$ cat src/rtl/button_debounce.sv
// Debounces a bank of asynchronous push-buttons into the clk domain and emits
// a clean level, press/release pulses and, with BUTTON_DEBOUNCE_LONG_PRESS_EN, a long-press pulse.
module button_debounce #(
    parameter int NUM_BTN           = 2,
    parameter int DEBOUNCE_CYCLES   = 1_000_000,
    parameter int LONG_PRESS_CYCLES = 50_000_000,
    parameter int INVERT            = 0
) (
    input  logic               clk,
    input  logic               rst,
    input  logic [NUM_BTN-1:0] btn_in,
    output logic [NUM_BTN-1:0] btn_level,
    output logic [NUM_BTN-1:0] btn_rise,
    output logic [NUM_BTN-1:0] btn_fall,
    output logic [NUM_BTN-1:0] btn_long
);

    localparam int               CW       = $clog2(DEBOUNCE_CYCLES);
    localparam logic [CW-1:0]    CNT_MAX  = CW'(DEBOUNCE_CYCLES - 1);
    localparam logic [NUM_BTN-1:0] INV_MASK = (INVERT != 0) ? {NUM_BTN{1'b1}} : {NUM_BTN{1'b0}};

    logic [NUM_BTN-1:0] s1_r;
    logic [NUM_BTN-1:0] s2_r;
    logic [NUM_BTN-1:0] level_r;
    logic [NUM_BTN-1:0] rise_r;
    logic [NUM_BTN-1:0] fall_r;
    logic [CW-1:0]      cnt_r [NUM_BTN];

    // Synchronizer plus per-channel stability counter; a level is accepted only
    // after DEBOUNCE_CYCLES consecutive mismatching s2 samples.
    always_ff @(posedge clk) begin
        if (rst) begin
            s1_r    <= {NUM_BTN{1'b0}};
            s2_r    <= {NUM_BTN{1'b0}};
            level_r <= {NUM_BTN{1'b0}};
            rise_r  <= {NUM_BTN{1'b0}};
            fall_r  <= {NUM_BTN{1'b0}};
            for (int i = 0; i < NUM_BTN; i++) begin
                cnt_r[i] <= {CW{1'b0}};
            end
        end else begin
            s1_r <= btn_in ^ INV_MASK;
            s2_r <= s1_r;
            for (int i = 0; i < NUM_BTN; i++) begin
                if (s2_r[i] == level_r[i]) begin
                    cnt_r[i]  <= {CW{1'b0}};
                    rise_r[i] <= 1'b0;
                    fall_r[i] <= 1'b0;
                end else if (cnt_r[i] == CNT_MAX) begin
                    cnt_r[i]   <= {CW{1'b0}};
                    level_r[i] <= s2_r[i];
                    rise_r[i]  <= s2_r[i];
                    fall_r[i]  <= ~s2_r[i];
                end else begin
                    cnt_r[i]  <= cnt_r[i] + CW'(1);
                    rise_r[i] <= 1'b0;
                    fall_r[i] <= 1'b0;
                end
            end
        end
    end

    assign btn_level = level_r;
    assign btn_rise  = rise_r;
    assign btn_fall  = fall_r;

`ifdef BUTTON_DEBOUNCE_LONG_PRESS_EN
    localparam int            HW        = $clog2(LONG_PRESS_CYCLES + 1);
    localparam logic [HW-1:0] HOLD_MAX  = HW'(LONG_PRESS_CYCLES);
    localparam logic [HW-1:0] HOLD_FIRE = HW'(LONG_PRESS_CYCLES - 1);

    logic [HW-1:0]      hold_r [NUM_BTN];
    logic [NUM_BTN-1:0] long_r;

    // Hold-time counter saturates, so the fire value is crossed once per press.
    always_ff @(posedge clk) begin
        if (rst) begin
            long_r <= {NUM_BTN{1'b0}};
            for (int i = 0; i < NUM_BTN; i++) begin
                hold_r[i] <= {HW{1'b0}};
            end
        end else begin
            for (int i = 0; i < NUM_BTN; i++) begin
                long_r[i] <= level_r[i] && (hold_r[i] == HOLD_FIRE);
                if (!level_r[i]) begin
                    hold_r[i] <= {HW{1'b0}};
                end else if (hold_r[i] != HOLD_MAX) begin
                    hold_r[i] <= hold_r[i] + HW'(1);
                end else begin
                    hold_r[i] <= hold_r[i];
                end
            end
        end
    end

    assign btn_long = long_r;
`else
    assign btn_long = {NUM_BTN{1'b0}};
`endif

endmodule

$ cat config.mk
export PLATFORM = sky130hd
export DESIGN_NAME = button_debounce
export DESIGN_NICKNAME = d
export VERILOG_FILES = /design/src/rtl/button_debounce.sv
export SDC_FILE = /design/constraint.sdc
export NUM_CORES = 1
export LEC_CHECK = 0
export ABC_AREA = 0
export CORE_MARGIN = 2
export CORE_UTILIZATION = 25
export DETAILED_ROUTE_END_ITERATION = 8
export PLACE_DENSITY = 0.36
export SLEW_MARGIN = 40
export SYNTH_ARGS = -nofsm -noshare
export SYNTH_HDL_FRONTEND = slang
export SYNTH_SLANG_ARGS = --single-unit
$ cat constraint.sdc
create_clock -name clk -period 4.5 [get_ports clk]
set_input_delay 0.675 -clock clk [delete_from_list [all_inputs] [get_ports clk]]
set_output_delay 0.675 -clock clk [all_outputs]
set_load 0.005 [all_outputs]
=== Word level (Yosys, flattened, before mapping) ===
Memories as Yosys holds them, arrays and structs flattened.
Index checks and enable logic that the tools add are counted.

* Flip-flop bits (word level): 10
* RAM bits: 40
* Input port bits: 4
* Output and inout bits: 8
* Word-level logic and storage cells: 61
* Memories: 1

{| class="wikitable"
|+ Memories
! memory !! depth !! width !! read ports !! clocked after Yosys merged registers in !! write ports !! line !! text
|-
| cnt_r || 2 || 20 || 2 || 0 || 2 || 27 || <nowiki>logic [CW-1:0] cnt_r [NUM_BTN];</nowiki>
|}

* $add $sub $neg: 2
* Equality and inequality tests: 4
* Multiplexer cells: 30
* Bitwise operators: 12
* Reductions and logical operators: 4

{| class="wikitable"
|+ Operators with widths
! kind !! count
|-
| 2-to-1 mux 20 bit || 6
|-
| adder 20 x 1 -> 20 bit, second input constant || 2
|-
| == test 20 bit, second input constant || 2
|-
| 2-to-1 mux 1 bit || 24
|-
| inverter 1 bit || 6
|-
| OR 1 bit || 6
|-
| OR reduction 3 bit || 2
|-
| AND reduction 2 bit || 2
|-
| == test 1 bit || 2
|}

=== Depth between registers and ports, before layout ===
Gate-level depths: netlist (run 1).
An unclocked memory read counts as a cell.

* Word-level depth: 8
* Depth in mapped cells: 7
* Depth with buffers taken out: 5

=== Worst setup path after synthesis (run 1) ===
No wires, ideal clock.

* Kind: reg-to-reg
* From: memory cnt_r[1][13] in the netlist's numbering
* To: memory cnt_r[1][2] in the netlist's numbering, data pin
* Library setup time: 0.254 ns
* Arrival time: 1.940 ns
* Required time: 4.246 ns
* Slack: 2.306 ns
* Stages on the path, launching flop included: 6
* Buffers on the path: 1
* Clock period less this slack: 2.194 ns
* Cell sequence: edfxtp_1 > or4_1 > or4_4 > o21ai_4 > buf_6 > nor2_1

{| class="wikitable"
|+ RTL lines
! item !! line
|-
| from (decl) || 27
|}

==> out/metrics.yaml, run 1 <==
outcome: "finished clean"
port_buffers: 9
maxSlewViolCount: 0
cts.path.max_buffers: 2
post-route-period-util: 0.534
vdd_ir_drop_max_mv: 0.148
place.gp.congestion: 0.694
post_cts.repair.setup_buffers: 0
die_h_um: 106
antennaDiodeCount: 0
grt_max_degree: 20
p_per_area_nw_per_um2: 298
cp_cell_sequence: "or4_1 -> or4_4 -> o21ai_4 -> nor2_1"
yosysTopAreaCellShare: 0.463
critPathMaxFanout: 19
min_to: "s2_r[0]"
grt_pass1_vias: 1833
clock_skew_ps: 4.07
viasPerCell: 4.29
critical_path_class: "reg -> reg"
fin_tns_setup_ps: 0
hpwlAfterDp_um: 3640
reg2reg_depth: 4
worst_slack_ps: 2100
drc: 0
slowest_delay_ps: 550
clk_latency_ps: 300
setup_viol: 0
post_cts_resized: 0
period_minus_slack_ps: 2400
final-instance-count-excl-fill: 432
required_ps: 4540
dr.pass1.iters: 4
cp.arrival_ps: 2450
maxSlewHeadroom: 0.622
drv_cap: 0
cts_tree: "built"
syn-instance-count: 247
synth_seq_cells: 50
power.leakage_nw: 0.990
netlist_area_sq_um: 2590
yosys.area.top_type: "edfxtp_1"
io_pins: 12
clk_pin_slew_ps: 100
finalHoldViolCount: 0
ys.flop_type: "edfxtp_1"
ys_async_sr_fraction: 0
r2r-start: "cnt_r[1][13]"
max_freq_ghz: 0.416
coreArea_sq_um: 10200
drive_gt1_frac: 0.0473
yosys.cell_types.count: 36
synth.most_common_cell: "edfxtp_1"
nNetsFinal: 301
rrSetupSlack_ps: 2100
tritoncts.num_buffers: 5
synthTopCellsByCount: "40 x edfxtp_1, 28 x nor2_1, 17 x nand3_1, 15 x a21oi_1, 14 x xor2_1"
synth_area_leaders: "edfxtp_1 46%, dfxtp_1 7.7%, xor2_1 4.7%, nor2_1 4.1%, xnor2_1 3.4%"
fillCellCount: 1089
antenna_found_initial: 0
fp.dieW_um: 106
whs_path_depth: 1
drtIter0Drc: 36
rows: 37
ctsRootBufferMaster: "clkbuf_8"
r2r_end: "cnt_r[1][11]"
synth_edf_count: 40
seq_area_frac_synth: 0.540
min_from: "s1_r[0]"
drt.antenna.violating_nets: 0
worst_slew_pin_slew_ps: 565
cts.sinks: 50
syn_area_per_cell_sq_um: 10.5
rsz0062_at_grt: "false"
ys.warnings.count: 0
cpMaxStageDelayCell: "or4_1"
dp_cells: 424
wl_per_cell_um: 11.9
hp-class: "reg -> reg"
wirelength_um: 5130
grt_pass1_wl_um: 9050
pre_cts_ws_ps: 2060
holdBufCountCts: 0
vias: 1853
cts_max_level: 2
grtUsageTotal: 0.100
critPathCaptureType: "flop"
dieArea_sq_um: 11200
gr-total-overflow: 0
start_util: 0.255
start_kind: "flop"
area_growth_pct: 19.2
-- final cells by class --
| cell class | instances | area, sq um | area share |
|---|---|---|---|
| Sequential cell | 50 | 1400 | 0.453 |
| Multi-Input combinational cell | 223 | 1270 | 0.411 |
| Tap cell | 136 | 170 | 0.0551 |
| Clock buffer | 8 | 133 | 0.0429 |
| Timing Repair Buffer | 10 | 97.6 | 0.0316 |
| Inverter | 5 | 18.8 | 0.00607 |
-- per-stage QoR --
| stage | power, mW | area [sq um] | hold WS, ps | util |
|---|---|---|---|---|
| 2_1_floorplan | 0.571 | 2740 | 414 | - |
| 3_3_place_gp | 0.583 | 2960 | 436 | 0.290 |
| 3_5_place_dp | 0.583 | 2960 | 427 | 0.290 |
| 4_1_cts | 0.942 | 3090 | 452 | 0.303 |
| 5_1_grt | 0.968 | 3090 | 463 | 0.303 |
| 6_report | 0.922 | 3090 | 446 | 0.303 |
-- flip-flops by register name (all words and copies together), names as in the netlist --
register	cells
s2_r	2
btn_fall	2
cnt_r	40
s1_r	2
btn_level	2
btn_rise	2
-- how the worst max path moves through the flow --
stage | startpoint | to | slack [ps] | cells after the start
6_report | cnt_r[1][13] | cnt_r[1][11] | 2100 | 4
5_1_grt | cnt_r[1][13] | cnt_r[1][11] | 1940 | 4
2_1_floorplan | cnt_r[1][13] | cnt_r[1][2] | 2310 | 5
3_3_place_gp | cnt_r[1][13] | cnt_r[1][3] | 2090 | 4
3_5_place_dp | cnt_r[1][13] | cnt_r[1][5] | 2060 | 4
4_1_cts | cnt_r[1][13] | cnt_r[1][5] | 2060 | 4
-- placed cells by master, fill, tap and decap left out --
cell type        Yosys  final
nand4_1             12     12
and4_1               2      2
nand2_1             11     11
nand3_2              1      1
inv_1                5      5
nor4bb_1             1      1
buf_4                2      1
xor2_1              14     14
nor3b_1              1      1
nor4_1               6      6
clkbuf_16            0      2
o21ai_0              7      7
and2_1               2      2
dfxtp_1             10     10
or4b_1               1      1
edfxtp_1            40     40
ha_1                 2      2
or3_1                7      7
xnor2_1             10     10
conb_1               2     42
o21ai_1              1      1
clkdlybuf4s50_1      0      9
nand2b_1             5      5
or4_1               11     11
o31ai_1              7      7
nor3_1               6      6
o21ai_4              1      1
and3_1               6      6
or4_4                2      2
clkbuf_8             0      6
nand3_1             17     17
a21oi_1             15     15
nor2b_1              4      4
a21oi_2              1      1
nor2_1              28     28
-- where the power goes --
part / internal [mW] / total [mW] / switching (mW)
Combinational: 0.0154 / 0.0373 / 0.0219
Sequential: 0.516 / 0.535 / 0.0199
Clock: 0.193 / 0.349 / 0.157
-- critical path, delay by kind of cell (launching register included) --
| kind | cells | cell delay (ps) |
|---|---|---|
| compound gates | 1 | 480 |
| simple gates | 3 | 1210 |
| flops | 1 | 460 |
-- kinds of logic (layout without fill, tap and decap cells) --
group | after synthesis | after routing | share of synthesized area
other cells | 2 | 42 | 0.00290
flops | 50 | 50 | 0.540
buf+inv | 14 | 23 | 0.0280
simple gates | 123 | 123 | 0.264
compound gates | 32 | 32 | 0.0743
fa+ha+maj | 2 | 2 | 0.00965
xor+xnor | 24 | 24 | 0.0810
-- routing by layer --
| layer | routed length (um) | global-route usage |
|---|---|---|
| met1 | 2540 | 0.137 |
| met3 | 94 | 0.0204 |
| met4 | 44 | 0.0282 |
| met5 | 0 | 0 |
| met2 | 2450 | 0.161 |
Power figures use the tool's default switching activity.
==> run 2, diff against run 1 <==
Settings changed: PLACE_DENSITY 0.36 to 0.37.
Clock period 4.5 ns to 2.17 ns, I/O delays scaled along.
==> run 2 against run 1 <==
Global-route usage up 1.0 points. Design area increased by 7.8%. Core utilization rose by 2.4 points. Sequential power increased by 110%. Combinational power increased to 3.2 times the previous value. Via count grew 8.0%. Critical path type unchanged. Largest cell class unchanged. Largest power group unchanged.
==> out/metrics.yaml, run 2 (same netlist as run 1, synthesis figures left out) <==
ctsRootBufferMaster: "clkbuf_8"
drt.antenna.violating_nets: 0
required_ps: 2230
slowest_delay_ps: 560
power.leakage_nw: 1.14
dieArea_sq_um: 11200
clock_skew_ps: 11.8
hp-class: "reg -> reg"
dr.pass1.iters: 6
coreArea_sq_um: 10200
area_growth_pct: 28.5
worst_slack_ps: 13.6
clk_latency_ps: 310
post-route-period-util: 0.994
vdd_ir_drop_max_mv: 0.203
worst_slew_pin_slew_ps: 520
cts_tree: "built"
vias: 2002
antenna_found_initial: 0
grtUsageTotal: 0.111
tritoncts.num_buffers: 5
drive_gt1_frac: 0.162
maxSlewViolCount: 0
grt_pass1_vias: 1998
critical_path_class: "reg -> reg"
cp.arrival_ps: 2210
outcome: "finished clean"
gr-total-overflow: 0
largest_reg_flops: 40
fp.dieW_um: 106
drc: 0
holdBufCountCts: 0
die_h_um: 106
rrSetupSlack_ps: 10
cts.path.max_buffers: 2
antennaDiodeCount: 0
setup_viol: 0
critPathCaptureType: "flop"
start_util: 0.255
grt_max_degree: 17
pre_cts_ws_ps: 11.1
clk_pin_slew_ps: 100
power_mw: 1.81
drv_cap: 0
hpwlAfterDp_um: 4280
max_freq_ghz: 0.464
regMostFlops: "cnt_r"
nNetsFinal: 333
rows: 37
drtIter0Drc: 80
cpMaxStageDelayCell: "or4b_4"
period_minus_slack_ps: 2160
viasPerCell: 4.31
layout_common_cells: "42 x conb_1, 40 x edfxtp_1, 31 x buf_4"
cts.sinks: 50
wirelength_um: 5480
port_buffers: 9
grt_pass1_wl_um: 9750
maxSlewHeadroom: 0.650
place.gp.congestion: 0.700
start_kind: "flop"
wl_per_cell_um: 11.8
cts_max_level: 2
finalHoldViolCount: 0
layout_commonest_cell: "conb_1"
critPathMaxFanout: 8
p_per_area_nw_per_um2: 545
rsz0062_at_grt: "true"
io_pins: 12
cp_cell_sequence: "or4b_4 -> or4_4 -> o21ai_4 -> buf_6 -> a21oi_1"
## run 2: cell types whose count changed in the layout (fill, tap and decap cells not counted), sizes merged
cell    previous run  this run
buf                1        33
clkbuf             8         6
inv                5         7
## run 2: per-stage QoR
stage           util  TNS (ps)  hold slack [ps]  std cells  instance area, sq um
3_5_place_dp   0.313         0              424        455                  3190
5_1_grt        0.327      -752              460        464                  3330
2_1_floorplan      -      -180              414        287                  2740
6_report       0.327         0              445        464                  3330
4_1_cts        0.323         0              450        463                  3290
3_3_place_gp   0.313         0              426        455                  3190
## run 2: final cells by class
cell class	count	area (sq um)
Clock buffer	6	82.6
Sequential cell	50	1400
Multi-Input combinational cell	223	1300
Tap cell	136	170
Fill cell	1103	6850
Clock inverter	2	15.0
Inverter	5	18.8
Timing Repair Buffer	42	345
## run 2: what timing repair did
action / CTS / global route
buffers inserted: 0 / 1
resized for setup: 1 / 9
pin swaps: 0 / 5
setup endpoints to repair: 7 / 19
## run 2: critical path: cells and delay by family, from the launching register on
family,cells,cell delay [ps]
AO/OA/AOI/OAI,2,230
buffers and inverters,1,160
flip-flops,1,400
AND/OR/NAND/NOR,2,1110
## run 2: power by group
| part | switching [mW] | leakage [nW] | internal [mW] |
|---|---|---|---|
| clock | 0.332 | 0.0521 | 0.264 |
| sequential | 0.0309 | 0.494 | 1.07 |
| combinational | 0.0631 | 0.591 | 0.0563 |
| total | 0.426 | 1.14 | 1.39 |
## run 2: final timing paths
check                from      endpoint  cells after the start
max reg2reg  cnt_r[1][12]  cnt_r[1][16]                      5
min reg2reg       s1_r[1]       s2_r[1]                      1
min               s1_r[1]       s2_r[1]                      1
max          cnt_r[1][12]  cnt_r[1][16]                      5
## run 2: per-layer routing
layer,vias up,share of wire,GRT usage,routed length [um]
met5,-,0,0,0
met4,0,0.012,0.0395,65
met3,4,0.021,0.0192,115
met2,20,0.46,0.167,2530
met1,935,0.50,0.159,2770
li1,1043,-,-,-
